$ cat src/rtl/imem_pkg.sv
// Shared types and constants for the instruction-memory image loader.
// Latency: n/a (declarations only).
// Backpressure: n/a (declarations only).
package imem_pkg;

    // Default instruction memory size in bytes.
    localparam int IMEM_DEPTH = 64;

    // Width of the frame length field and of the data byte counter.
    localparam int LEN_W = 16;

    // Loader sequencing: header bytes, payload, trailing checksum, then park.
    typedef enum logic [2:0] {
        IDLE   = 3'd0,
        LEN_LO = 3'd1,
        LEN_HI = 3'd2,
        DATA   = 3'd3,
        CHK    = 3'd4,
        DONE   = 3'd5
    } loader_state_t;

    // True while a frame is being received; the loader only takes bytes then.
    function automatic logic in_frame(input loader_state_t s);
        return (s == LEN_LO) || (s == LEN_HI) || (s == DATA) || (s == CHK);
    endfunction

endpackage

$ cat src/rtl/imem_loader.sv
// Streams a length-prefixed, XOR-checksummed program image into instruction memory.
// Latency: each accepted data byte is written one cycle later (registered write port).
// Backpressure: s_ready depends on state only; stalls on s_valid gaps have no side effects.
module imem_loader
    import imem_pkg::*;
#(
    parameter int                 DEPTH  = IMEM_DEPTH,
    parameter int                 ADDR_W = 64,
    parameter logic [ADDR_W-1:0]  BASE   = '0
) (
    input  logic              clk,
    input  logic              rst,
    input  logic              start,
    input  logic              s_valid,
    input  logic [7:0]        s_data,
    output logic              s_ready,
    output logic              mem_we,
    output logic [ADDR_W-1:0] mem_waddr,
    output logic [7:0]        mem_wdata,
    output logic              busy,
    output logic              done,
    output logic              err_chk,
    output logic              err_ovf,
    output logic              cpu_hold
);

    // Counter is widened by one bit so DEPTH up to 2^LEN_W compares correctly.
    localparam logic [LEN_W:0] DEPTH_CMP = (LEN_W + 1)'(DEPTH);

    loader_state_t     state_q, state_d;
    logic [LEN_W-1:0]  len_q, len_d;
    logic [LEN_W-1:0]  cnt_q, cnt_d;
    logic [7:0]        xor_q, xor_d;
    logic              mem_we_q, mem_we_d;
    logic [ADDR_W-1:0] mem_waddr_q, mem_waddr_d;
    logic [7:0]        mem_wdata_q, mem_wdata_d;
    logic              done_q, done_d;
    logic              err_chk_q, err_chk_d;
    logic              err_ovf_q, err_ovf_d;
    logic              cpu_hold_q, cpu_hold_d;

    logic              rx_on;
    logic              xfer;
    logic [LEN_W-1:0]  cnt_inc;
    logic [LEN_W-1:0]  len_full;
    logic              in_mem;
    logic              chk_bad;

    assign rx_on    = in_frame(state_q);
    assign xfer     = s_valid & rx_on;
    assign cnt_inc  = cnt_q + LEN_W'(1);
    // Length as it will be once the high byte currently on the bus is taken.
    assign len_full = {s_data, len_q[7:0]};
    assign in_mem   = ({1'b0, cnt_q} < DEPTH_CMP);
    assign chk_bad  = (s_data != xor_q);

    assign s_ready   = rx_on;
    assign busy      = rx_on;
    assign mem_we    = mem_we_q;
    assign mem_waddr = mem_waddr_q;
    assign mem_wdata = mem_wdata_q;
    assign done      = done_q;
    assign err_chk   = err_chk_q;
    assign err_ovf   = err_ovf_q;
    assign cpu_hold  = cpu_hold_q;

    // Next-state logic: frame parsing, write generation, checksum and status flags.
    always_comb begin
        state_d     = state_q;
        len_d       = len_q;
        cnt_d       = cnt_q;
        xor_d       = xor_q;
        mem_we_d    = 1'b0;
        mem_waddr_d = mem_waddr_q;
        mem_wdata_d = mem_wdata_q;
        done_d      = done_q;
        err_chk_d   = err_chk_q;
        err_ovf_d   = err_ovf_q;
        cpu_hold_d  = cpu_hold_q;

        case (state_q)
            IDLE, DONE: begin
                // A new load invalidates the previous result and re-holds the CPU.
                if (start) begin
                    state_d    = LEN_LO;
                    len_d      = '0;
                    cnt_d      = '0;
                    xor_d      = '0;
                    done_d     = 1'b0;
                    err_chk_d  = 1'b0;
                    err_ovf_d  = 1'b0;
                    cpu_hold_d = 1'b1;
                end
            end
            LEN_LO: begin
                if (xfer) begin
                    len_d[7:0] = s_data;
                    state_d    = LEN_HI;
                end
            end
            LEN_HI: begin
                if (xfer) begin
                    len_d   = len_full;
                    cnt_d   = '0;
                    xor_d   = '0;
                    // Empty image skips straight to the checksum byte.
                    state_d = (len_full == '0) ? CHK : DATA;
                end
            end
            DATA: begin
                if (xfer) begin
                    xor_d = xor_q ^ s_data;
                    cnt_d = cnt_inc;
                    if (in_mem) begin
                        mem_we_d    = 1'b1;
                        mem_waddr_d = BASE + ADDR_W'(cnt_q);
                        mem_wdata_d = s_data;
                    end else begin
                        // Excess bytes are consumed so the frame stays aligned.
                        err_ovf_d = 1'b1;
                    end
                    if (cnt_inc == len_q) begin
                        state_d = CHK;
                    end
                end
            end
            CHK: begin
                if (xfer) begin
                    err_chk_d  = chk_bad;
                    cpu_hold_d = chk_bad | err_ovf_q;
                    done_d     = 1'b1;
                    state_d    = DONE;
                end
            end
            default: begin
                state_d = IDLE;
            end
        endcase
    end

    // State and output registers; reset parks the loader idle with the CPU held.
    always_ff @(posedge clk or negedge rst) begin
        if (!rst) begin
            state_q     <= IDLE;
            len_q       <= '0;
            cnt_q       <= '0;
            xor_q       <= '0;
            mem_we_q    <= 1'b0;
            mem_waddr_q <= '0;
            mem_wdata_q <= '0;
            done_q      <= 1'b0;
            err_chk_q   <= 1'b0;
            err_ovf_q   <= 1'b0;
            cpu_hold_q  <= 1'b1;
        end else begin
            state_q     <= state_d;
            len_q       <= len_d;
            cnt_q       <= cnt_d;
            xor_q       <= xor_d;
            mem_we_q    <= mem_we_d;
            mem_waddr_q <= mem_waddr_d;
            mem_wdata_q <= mem_wdata_d;
            done_q      <= done_d;
            err_chk_q   <= err_chk_d;
            err_ovf_q   <= err_ovf_d;
            cpu_hold_q  <= cpu_hold_d;
        end
    end

endmodule

$ cat config.mk
export PLATFORM = sky130hd
export DESIGN_NAME = imem_loader
export DESIGN_NICKNAME = d
export VERILOG_FILES = /design/src/rtl/imem_pkg.sv /design/src/rtl/imem_loader.sv
export SDC_FILE = /design/constraint.sdc
export NUM_CORES = 1
export LEC_CHECK = 0
export CAP_MARGIN = 15
export CORE_UTILIZATION = 25
export DETAILED_ROUTE_END_ITERATION = 12
export GPL_TIMING_DRIVEN = 0
export PLACE_DENSITY_LB_ADDON = 0.1
export SETUP_SLACK_MARGIN = 0.2
export SKIP_LAST_GASP = 1
export SLEW_MARGIN = 10
export SYNTH_ARGS = -nofsm -noshare
export SYNTH_HDL_FRONTEND = slang
export SYNTH_SLANG_ARGS = --single-unit
$ cat constraint.sdc
create_clock -name clk -period 2.5 [get_ports clk]
set_input_delay 0.25 -clock clk [delete_from_list [all_inputs] [get_ports clk]]
set_output_delay 0.25 -clock clk [all_outputs]
set_load 0.005 [all_outputs]
==> impl_results.md, run 1 <==
* Cell taking the most area after synthesis: dfrtp_1
* Hold Fails Final Rpt at 0
* CP max stage delay at roughly 0.57 ns
* Hold Crit Class: input port to flop
* Relative slew slack at between 50% and 60%
* F_max at between 0.4 and 0.5 GHz
* Yosys warning count at 0
* Antenna violations before repair at 0
* CTS H-tree lvls at 3
* Run status: finished clean
* Starting Density at 25.5%
* Avg Cell Area, Syn at 8.99 um2
* RSZ-0062 raised after global routing: yes
* Tmin final at approximately 2.4 ns
* WL final at roughly 12000 um
* Clk_lat worst skew at ~0.34 ns
* DRT iter0 DRCs at about 250
* Synthesis-to-layout area growth at 37.7%
* Synth unique cells at slightly below 60
* Power Density at roughly 910 mW/mm2
* CP cell instances: buf_4 -> ha_4 -> nand4_4 -> or3_4 -> o221ai_2 -> nand4_1 -> or4_4 -> o31a_1
* DRT Pass-1 Iters at 4
* Gr usage total at between 10 and 15%
* Layout fillers at 1703
* Die Height at 132 um
* Finish-stage setup viols at 0
* #FFs+latches synth at 72
* Crit path launch type: flop
* Number of remaining DRC errors at 0
* Post-synthesis cell count at 469
* Fin. max-slew vios at 0
* Period utilization at between 90% and 100%
* Global-route wire length before repair at approximately 19000 um
* Finished Layout Cells at slightly above 800
* Vias per inst at between 4 and 5
* GR Util met2 at between 20 and 25%
* Multi-input gate area at between 0.002 and 0.0025 mm2
* Ant. Diodes at 0
* Worst Skew at between 0.005 and 0.006 ns
* Most numerous cell in the Yosys netlist: dfrtp_1
* Critical path fanouts, max at 5
* Pleak at ~2.7 nW
* Die area at roughly 0.017 mm2
* Post-DRT Antenna Nets at 0
* CTS tree: yes
* Placer Congestion at 0.820
* IO Count at just over 90
* Post-synth top cells: dfrtp_1, o21ai_0, buf_4
* Port Buffers at 38
* NumNets Final at ~600
* Critical path class: flop to flop
* Core ar. at about 0.017 mm2
* Post-synth top flop: dfrtp_1
* Met3 Use GR at between 2 and 2.5%
* Synth top area share at about 42%
* Max Cap Viol at 0
* Clk pin slew, worst setup/hold paths at roughly 0.06 ns
* Sequential area share after synthesis at between 40% and 50%
* Layout cells sized above 1 at 25.1%
* Register area at ~0.0018 mm2
* Top post-synthesis cells by area: dfrtp_1, buf_4, o21ai_0
* Worst Path Required at about 2.7 ns
* Width of the die at ~130 um
* Post-Syn Area at between 0.004 and 0.005 mm2
* Ys async rst share at 100%
* Row count at between 40 and 50
* Largest net degree at the start of global routing at 58
* Met1 track demand over resource at 19.3%
* Worst path top cell family by delay: simple AND/OR/NAND/NOR gates
* Arr. time, crit path at roughly 2.7 ns
* Placed Cells at slightly below 800
* Number of global-route vias before repair at around 3500
* Post-synth EDFFs at 0
* Deepest clock path buffer count at 2
* Num CTS Buffers at 9
* Critical Path Sink Type: flop
* GR Overflow Total at 0
* Max VDD drop at roughly 360 uV
* Clk sinks at a little over 70
* Root buffer cell: clkbuf_16
* Vias at around 3600
* Most used routing layer: met2
* Buf/Inv on CP at 1
* Detailed placer's ending HPWL at between 8000 and 9000 um
* Worst slew pin tran at around 0.75 ns
* Final Power at about 0.0053 W
* Crit-path slowest cell: or4_4
* Post-DR wirelength/cell at 14.7 um
-- power breakdown --
| part | total, W | internal (W) | switching (W) |
|---|---|---|---|
| sequential | 0.00176 | 0.00149 | 0.000264 |
| clock | 0.00147 | 0.000956 | 0.000515 |
| combinational | 0.00208 | 0.00106 | 0.00102 |
-- routing by layer --
| metal | part of all wire, % | up-vias |
|---|---|---|
| met1 | 47 | 1768 |
| met2 | 47 | 91 |
| met5 | 0 | - |
| met4 | 2.4 | 0 |
| li1 | - | 1767 |
| met3 | 4.2 | 18 |
-- flip-flops by register name, indices dropped and copies added, names as in the netlist --
| signal | flops |
|---|---|
| state_q | 3 |
| mem_waddr | 16 |
| err_ovf | 1 |
| xor_q | 8 |
| mem_wdata | 8 |
| cnt_q | 16 |
| len_q | 16 |
| cpu_hold | 1 |
| err_chk | 1 |
| mem_we | 1 |
| done | 1 |
-- placed cells by master, fill, tap and decap left out, types with 3 or more instances in the layout --
master,instances
nor4_1,7
inv_1,30
buf_6,10
and3_1,4
o41ai_1,3
nor2_1,31
clkbuf_2,3
a41o_1,8
nor3_1,3
nand3_1,15
clkdlybuf4s50_1,36
a22o_1,4
dfrtp_2,3
clkbuf_8,4
nand2_1,29
o21ai_0,50
dfrtp_1,68
o31ai_1,5
xor2_1,7
conb_1,48
clkbuf_1,12
buf_4,74
a31oi_1,3
xnor2_1,18
mux2_2,13
nand4_1,6
a21oi_1,14
clkbuf_16,9
nand2b_1,3
and2_1,11
-- final cells by class --
cell class,count,area share [%]
flip-flops and latches,72,31.1
inverters,30,1.94
clock inverters,4,1.29
clock buffers,12,4.59
well taps,220,4.74
repair buffers,61,9.84
multi-input cells,335,36.5
plain buffers,79,9.99
-- worst register-to-register path: cells and delay by family (launching register included) --
family,cells,cell delay (ns)
flip-flops,1,0.36
adder cells (fa/ha/maj),1,0.15
AO/OA/AOI/OAI,2,0.44
AND/OR/NAND/NOR,4,1.26
buffers and inverters,1,0.12
-- cell families after synthesis --
kind of cell | Yosys count | share of synthesized area [%]
and+or+nand+nor | 137 | 16.9
muxes | 14 | 3.71
other | 1 | 0.0889
buffers and inverters | 109 | 14.6
AOI/OAI and AO/OA | 109 | 16.3
adders and majority gates | 1 | 0.297
xor gates and xnor gates | 26 | 5.40
DFF | 72 | 42.7
-- through the flow --
| stage | hold WS (ns) | worst slack (ns) | util [%] | TNS [ns] | area, um2 |
|---|---|---|---|---|---|
| 6_report | 0.316 | 0.0758 | 35.2 | 0 | 5810 |
| 5_1_grt | 0.361 | 0.00424 | 35.2 | 0 | 5810 |
| 3_3_place_gp | 0.455 | -1.93 | 30.9 | -123.89 | 5100 |
| 2_1_floorplan | -0.0456 | 0.176 | - | 0 | 4450 |
| 3_5_place_dp | 0.146 | -0.502 | 31.0 | -6.04 | 5130 |
| 4_1_cts | 0.299 | 0.0567 | 34.4 | 0 | 5680 |
-- final timing paths --
path | cells after the start | slack, ns | from | to
min reg2reg | 2 | 0.47 | cpu_hold$_DFFE_PN1P_ | cpu_hold$_DFFE_PN1P_
max reg2reg | 8 | 0.08 | cnt_q[0]$_DFFE_PN0P_ | state_q[0]$_DFFE_PN0P_
min in group asynchronous | 2 | 0.33 | rst | mem_waddr[5]$_DFFE_PN0P_
max | 8 | 0.08 | cnt_q[0]$_DFFE_PN0P_ | state_q[0]$_DFFE_PN0P_
min | 3 | 0.32 | s_data[5] | xor_q[5]$_DFFE_PN0P_
max in group asynchronous | 3 | 1.55 | rst | cpu_hold$_DFFE_PN1P_
-- what timing repair did --
| item | 4_1_cts | 5_1_grt |
|---|---|---|
| setup endpoints to repair | 46 | 28 |
| pin swaps | 8 | 5 |
| hold buffers | 1 | 0 |
| endpoints found under the hold margin | 15 | 0 |
| setup buffers | 17 | 4 |
| gates resized for setup | 22 | 38 |
No activity file was read; power rests on OpenSTA's default activity.
==> run 2: changes to the inputs <==
- MAX_ROUTING_LAYER: not set -> met4
==> run 2 against run 1 <==
  * Total power fell by 0.70%
  * Worst setup slack got worse by 0.0016 ns
  * Cell area fell by 0.34%
  * Hold slack improved by 0.00068 ns
  * First-iteration DRC count rose by 10%
  * Largest power group unchanged
  * Critical path type unchanged
  * Sequential power barely moved
  * Critical path depth did not move
  * Register-to-register slack barely moved
  * Clock power barely moved
  * Cell count did not move
  * Die area did not move
  * Non-clock buffer count did not move
==> impl_results.md, run 2 (same netlist as run 1, synthesis figures left out) <==
* Worst Skew at 0.00469 ns (-0.000744 ns)
* Hold Fails Final Rpt at 0 (unchanged)
* Core ar. at 0.0165 mm2 (unchanged)
* Crit path launch type: flop
* Global-route wire length before repair at 19100 um (about the same)
* GR Overflow Total at 0 (unchanged)
* Arr. time, crit path at 2.65 ns (about the same)
* Ant. Diodes at 0 (unchanged)
* Run status: finished clean
* Min-delay src: s_data[5]
* Min-Delay Endpoint: xor_q[5]$_DFFE_PN0P_
* Gr usage total at 14.7% (+0.41 points)
* Clk pin slew, worst setup/hold paths at 0.06 ns (about the same)
* IO Count at 91 (unchanged)
* Most used routing layer: met2
* DRT Pass-1 Iters at 4 (unchanged)
* Part of the power in registers at 33.3% (+0.2 points)
* Placer Congestion at 0.832 (+1.5%)
* NumNets Final at 601 (unchanged)
* Starting Density at 25.5% (unchanged)
* Fin. max-slew vios at 0 (unchanged)
* Die Height at 132 um (unchanged)
* CTS H-tree lvls at 3 (unchanged)
* Critical path fanouts, max at 5 (unchanged)
* Critical path class: flop to flop
* Total negative setup slack at 0 ns (unchanged)
* Number of global-route vias before repair at 3484 (+0.40%)
* Worst Path Required at 2.72 ns (about the same)
* Clk sinks at 72 (unchanged)
* Max VDD drop at 361 uV (-0.31%)
* Clk network pwr share at 27.8% (about the same)
* Most frequent cells in the layout: buf_4, dfrtp_1, o21ai_0
* Finish-stage setup viols at 0 (unchanged)
* GR Util met2 at 22.1% (+0.059 points)
* Post-DR wirelength/cell at 14.6 um (-0.36%)
* Period utilization at 97.0% (about the same)
* Final Power at 0.00527 W (-0.70%)
* Reg2reg end: state_q[0]$_DFFE_PN0P_
* Max Cap Viol at 0 (unchanged)
* CTS tree: yes
* Reg-to-Reg Start: cnt_q[0]$_DFFE_PN0P_
* Pint at 0.00350 W (-0.30%)
* Power Density at 910 mW/mm2 (-0.35%)
* RSZ-0062 raised after global routing: yes
* Width of the die at 132 um (unchanged)
* Port Buffers at 38 (unchanged)
* Met3 Use GR at 2.19% (-0.19 points)
* Design area at 0.00579 mm2 (-0.34%)
* Antenna violations before repair at 0 (unchanged)
* Met1 track demand over resource at 19.3% (unchanged)
* Hold Crit Class: input port to flop
* Root buffer cell: clkbuf_16
* Number of remaining DRC errors at 0 (unchanged)
* Relative slew slack at 51.1% (+0.76 points)
* Clk_lat worst skew at 0.34 ns (about the same)
* Pleak at 2.65 nW (-1.1%)
* WL final at 11900 um (-0.36%)
* Largest net degree at the start of global routing at 58 (unchanged)
* Layout fillers at 1703 (unchanged)
* Post-DRT Antenna Nets at 0 (unchanged)
* R2r setup slk at 0.07 ns (about the same)
* Detailed placer's ending HPWL at 8490 um (unchanged)
* Deepest clock path buffer count at 2 (unchanged)
* Reg2Reg Depth at 8 (unchanged)
* Critical Path Sink Type: flop
* Hold depth at 3 (unchanged)
* Worst slew pin tran at 0.734 ns (-0.0114 ns)
* Most common cell after layout, fill and taps aside: buf_4
* Combinational share of power at 38.8% (-0.3 points)
* Vias at 3605 (-1.1%)
* Vias per inst at 4.43 (-1.1%)
* DRT iter0 DRCs at 271 (+10%)
* Num CTS Buffers at 9 (unchanged)
* Die area at 0.0174 mm2 (unchanged)
* Synthesis-to-layout area growth at 37.3%
* Layout cells sized above 1 at 24.8% (-0.34 points)
* Switching power at 0.00177 W (-1.5%)
* Switching share of power at 33.6% (-0.26 points)
* Post-place instance area at 0.00513 mm2 (unchanged)
* F_max at 0.412 GHz (about the same)
* Row count at 47 (unchanged)
* Tmin final at 2.43 ns (+0.00161 ns)
-- run 2: how the worst max path moves through the flow --
| stage | startpoint | to | slack [ns] |
|---|---|---|---|
| 2_1_floorplan | cnt_q[0]$_DFFE_PN0P_ | state_q[0]$_DFFE_PN0P_ | 0.18 |
| 3_3_place_gp | rst | cnt_q[1]$_DFFE_PN0P_ | -1.93 |
| 3_5_place_dp | s_valid | mem_wdata[3]$_DFFE_PN0P_ | -0.50 |
| 4_1_cts | cnt_q[0]$_DFFE_PN0P_ | state_q[0]$_DFFE_PN0P_ | 0.06 |
| 5_1_grt | cnt_q[0]$_DFFE_PN0P_ | state_q[0]$_DFFE_PN0P_ | 0.002 |
| 6_report | cnt_q[0]$_DFFE_PN0P_ | state_q[0]$_DFFE_PN0P_ | 0.07 |
-- run 2: per-stage QoR --
stage                     hold WS, ns  worst slack, ns  utilization [%]  cells
after floorplan               -0.0456            0.176                -    516
after global placement          0.455            -1.93             30.9    774
after detailed placement        0.146           -0.502             31.0    775
after CTS                       0.299           0.0567             34.4    809
after global routing            0.362          0.00246             35.0    813
final                           0.316           0.0742             35.0    813
-- run 2: final cells by class --
class / count / area, um2 / share of cell area (%)
multi-input combinational: 335 / 2100 / 36.3
timing repair buffer: 61 / 572 / 9.88
clock buffer: 12 / 267 / 4.60
clock inverter: 4 / 75.1 / 1.30
inverter: 30 / 113 / 1.95
buffer: 79 / 581 / 10.0
sequential: 72 / 1810 / 31.2
tap: 220 / 275 / 4.75
-- run 2: power groups by stage --
stage | sequential, W | combinational [W] | clock (W)
final | 0.00176 | 0.00205 | 0.00147
after CTS | 0.00175 | 0.00202 | 0.00152
after floorplan | 0.00172 | 0.00122 | 0
after global placement | 0.00177 | 0.00189 | 0
after detailed placement | 0.00178 | 0.00190 | 0
after global routing | 0.00181 | 0.00228 | 0.00156
-- run 2: routing by layer --
layer | part of all wire, % | vias up
met3 | 4.2 | 19
met4 | 2.7 | 0
met2 | 46 | 98
met5 | 0 | -
met1 | 47 | 1719
li1 | - | 1769
-- run 2: critical path: stages (launching register included) --
cell and delay [ns]:
dfrtp_1 0.35, buf_4 0.12, ha_4 0.15, nand4_4 0.13
or3_4 0.41, o221ai_2 0.17, nand4_1 0.14, or4_4 0.58
o31a_1 0.26
-- run 2: timing repair --
item	CTS	global route
endpoints found under the setup margin	46	33
endpoints found under the hold margin	15	0
hold buffers	1	0
pin swaps	8	5
buffers inserted	17	4
resized for setup	22	35
